[src/rtl/sqrt_root2_seq.sv]
// Sequential 8-bit integer square root: restoring digit-by-digit method, one root bit per clock.
// Produces the 4-bit floor root, the 5-bit remainder and a perfect-square flag behind a start/busy/done handshake.
module sqrt_root2_seq (
  input  logic       clk,
  input  logic       rst,
  input  logic       start,
  input  logic [7:0] radicand,
  output logic       busy,
  output logic       done,
  output logic [3:0] root,
  output logic [4:0] remainder,
  output logic       exact
);

  typedef enum logic [1:0] {IDLE, CALC, DONE} state_t;

  state_t     state_reg, state_next;
  logic [7:0] shift_reg, shift_next;
  logic [5:0] rem_reg, rem_next;
  logic [3:0] q_reg, q_next;
  logic [1:0] cnt_reg, cnt_next;
  logic [3:0] root_reg, root_next;
  logic [4:0] remo_reg, remo_next;
  logic       exact_reg, exact_next;

  logic [5:0] r_shift;
  logic [5:0] trial;
  logic [5:0] r_new;
  logic [3:0] q_new;

  // Radicand digit pairs are consumed MSB-first from the top of the shift register.
  always_comb begin
    r_shift = {rem_reg[3:0], shift_reg[7:6]};
    trial   = {q_reg, 2'b01};
    if (r_shift >= trial) begin
      r_new = r_shift - trial;
      q_new = {q_reg[2:0], 1'b1};
    end else begin
      r_new = r_shift;
      q_new = {q_reg[2:0], 1'b0};
    end
  end

  always_comb begin
    state_next = state_reg;
    shift_next = shift_reg;
    rem_next   = rem_reg;
    q_next     = q_reg;
    cnt_next   = cnt_reg;
    root_next  = root_reg;
    remo_next  = remo_reg;
    exact_next = exact_reg;
    case (state_reg)
      IDLE: begin
        if (start) begin
          shift_next = radicand;
          rem_next   = 6'd0;
          q_next     = 4'd0;
          cnt_next   = 2'd3;
          state_next = CALC;
        end
      end
      CALC: begin
        shift_next = {shift_reg[5:0], 2'b00};
        rem_next   = r_new;
        q_next     = q_new;
        cnt_next   = cnt_reg - 2'd1;
        if (cnt_reg == 2'd0) begin
          root_next  = q_new;
          remo_next  = r_new[4:0];
          exact_next = (r_new == 6'd0);
          state_next = DONE;
        end
      end
      DONE:    state_next = IDLE;
      default: state_next = IDLE;
    endcase
  end

  always_ff @(posedge clk) begin
    if (rst) begin
      state_reg <= IDLE;
      shift_reg <= 8'd0;
      rem_reg   <= 6'd0;
      q_reg     <= 4'd0;
      cnt_reg   <= 2'd0;
      root_reg  <= 4'd0;
      remo_reg  <= 5'd0;
      exact_reg <= 1'b0;
    end else begin
      state_reg <= state_next;
      shift_reg <= shift_next;
      rem_reg   <= rem_next;
      q_reg     <= q_next;
      cnt_reg   <= cnt_next;
      root_reg  <= root_next;
      remo_reg  <= remo_next;
      exact_reg <= exact_next;
    end
  end

  // Handshake flags decode straight from the state register, so nothing is combinational from start.
  assign busy      = (state_reg == CALC);
  assign done      = (state_reg == DONE);
  assign root      = root_reg;
  assign remainder = remo_reg;
  assign exact     = exact_reg;

endmodule

[config.mk]
export PLATFORM = sky130hd
export DESIGN_NAME = sqrt_root2_seq
export DESIGN_NICKNAME = d
export VERILOG_FILES = /design/src/rtl/sqrt_root2_seq.sv
export SDC_FILE = /design/constraint.sdc
export NUM_CORES = 1
export LEC_CHECK = 0
export ABC_CLOCK_PERIOD_IN_PS = 3960
export BUFFER_PORTS_ARGS = -buffer_cell sky130_fd_sc_hd__buf_2
export CORE_ASPECT_RATIO = 1.5
export CORE_UTILIZATION = 55
export DETAILED_ROUTE_END_ITERATION = 7
export HOLD_SLACK_MARGIN = 0.05
export PLACE_DENSITY = 0.79
export SYNTH_ARGS = -nofsm -noshare
export SYNTH_HDL_FRONTEND = slang
export SYNTH_SLANG_ARGS = --single-unit
[constraint.sdc]
create_clock -name clk -period 3.96 [get_ports clk]
set_clock_uncertainty 0.15 [all_clocks]
set_input_delay 0.594 -clock clk [delete_from_list [all_inputs] [get_ports clk]]
set_output_delay 0.594 -clock clk [all_outputs]
set_load 0.02 [all_outputs]
==> results.ini <==
[finish]
drive_gt1_frac = 0.186
nets = 239
fin_cells = 258
largest_reg_flops = 8
area_growth_pct = 14.3
antenna_cells = 0
stdcell_area_um2 = 1830

[detailed_routing]
wire_per_inst_um = 14.1
first_pass_iters = 4
drc = 0
drt-initial-drc-count = 43
dr_total_vias = 1446
avgViaCountPerCell = 5.60
wirelength_mm = 3.64
ant_nets = 0

[sta]
worst_pin_slew_ps = 543
fmax_mhz = 437
whs_ps = 305
period_needed_ps = 2290
final-setup-viol-count = 0
rsz0062_at_grt = false
finalHoldViolations = 0
period_share = 0.577
slew_headroom = 0.638
drv_slew = 0
setup-tns-final_ps = 0

[synth]
synth_most_common_cell = nor2_1
synth_top_family_by_area = simple AND/OR/NAND/NOR gates
synth-seq-area-share = 0.376
yosys.cell_types.count = 45
synth.area.mux_share = 0.0133
synth_area_leader_cell = dfxtp_1
syn_area_per_cell_um2 = 7.94
synthFlopType = dfxtp_1
synthCells = 201
synth_nets = 219
synth_area_leaders = dfxtp_1, nor2_1, a21oi_1
synth-compound-area-share = 0.235
synth-edff-count = 0
yosys.area_share.adder = 0.0549
yosys.area.top_type_share = 0.376
yosys.area_share.simple = 0.261
synth_top_cells_by_count = nor2_1, dfxtp_1, a21oi_1
ys_async_sr_fraction = 0
yosys_warnings = 0
synth-seq-cells = 30
synth_xor_area_frac = 0.0110
synth_area_um2 = 1600

[placed_design]
placed_cells_incl_taps = 251
post-dp-hpwl_mm = 2.69
place_area_um2 = 1710
io_buffers = 22
place_congestion = 0.930

[clock_network]
clk_pin_slew_ps = 60
cts_tree = yes
ctsHtreeMaxLevel = 2
clock_sinks = 30
holdBufCountCts = 0
cts_setup_buffers = 0
cts_buffers = 5
cts_resized = 0
cts_root_buf = clkbuf_8
cts_buffer_depth = 2
clock_latency_ps = 280

[floorplan]
std_cell_rows = 23
die_area_um2 = 3130
initial_core_util = 0.590
die_h_um = 68.0
pin_count = 23
dieWidth_um = 46.0
core-area_um2 = 2710

[global_route]
overflow = 0
grt_use_total = 0.277
antenna_found_initial = 0
grt_pass1_wl_mm = 6.17
grt_pass1_vias = 1370
grt_max_degree = 31

[power]
total_power_w = 0.00102
p_leak_nw = 0.779
ir_worst_vdd_mv = 0.322
p_per_area_nw_per_um2 = 557

[critical_path]
slowest_delay_ps = 610
slowest_stage = dfxtp_1
worst_setup_path_start_kind = register
end_kind = primary output
critical_path_required_ps = 3220
crit_family = flip-flops
path_max_fanout = 15
arrival_ps = 1540
cp_cell_sequence = nand2b_2 -> inv_2 -> buf_2
path_buf_inv = 2
worstSetupPathType = reg -> out

[worst_hold_path]
hp-class = reg -> reg

[run]
max_cap_viol_count = 0

[outcome]
status = finished clean

## cells by family (layout without fill, tap and decap cells)
family / after synthesis / in the layout
simple gates: 88 / 88
compound gates: 53 / 53
flops: 30 / 30
buf+inv: 19 / 39
fa+ha+maj: 7 / 7
xor+xnor: 2 / 2
mux: 2 / 2
## final timing paths
| kind | start | to | slack, ps | cells after the start |
|---|---|---|---|---|
| worst max register to register | q_reg[2] | exact | 1850 | 7 |
| worst min register to register | root[1] | root[1] | 300 | 2 |
| worst min-delay path | root[1] | root[1] | 300 | 2 |
| worst max-delay path | state_reg[0] | busy | 1670 | 3 |
## metal layers
metal  share of wire  routed length (um)  GRT usage
met1            0.41                1480      0.317
met2            0.52                1880      0.447
met3           0.034                 124     0.0528
met4           0.043                 156      0.195
met5               0                   0          0
## placed cells by master (no fill, tap or decap), types with 2 or more instances in the layout
cell type,n
inv_1,9
nand3_1,7
ha_1,7
a21o_1,4
a311oi_1,4
nor2_1,36
xor2_1,2
and2_1,2
nor3_1,6
o211ai_1,3
a22oi_1,4
a21oi_1,21
a211oi_1,2
buf_2,22
o21ai_0,4
dfxtp_1,30
nand2b_1,2
nand2_1,16
clkbuf_8,6
nor2b_1,10
## worst min-delay path: stages (launching register included)
cell     delay, ps
dfxtp_1        310
nand2_1         50
a21oi_1         50
## per-stage QoR
step                       util  worst slack [ps]
final                     0.675              1670
after global routing      0.675              1560
after CTS                 0.675              1670
after detailed placement  0.633              1870
after global placement    0.633              1870
after floorplan               -              2050
## where the power goes
group | internal, W | switching [W] | leakage [nW] | total [W]
sequential | 0.000332 | 0.0000282 | 0.246 | 0.000361
clock | 0.000201 | 0.000110 | 0.0573 | 0.000311
combinational | 0.000136 | 0.000209 | 0.476 | 0.000345
## area by class of cell
cell class | instances | area, um2
Fill cell | 265 | 880
Timing Repair Buffer | 22 | 110
Sequential cell | 30 | 601
Clock buffer | 6 | 82.6
Tap cell | 37 | 46.3
Inverter | 10 | 37.5
Clock inverter | 1 | 30.0
Multi-Input combinational cell | 152 | 918
Power figures use the tool's default switching activity.
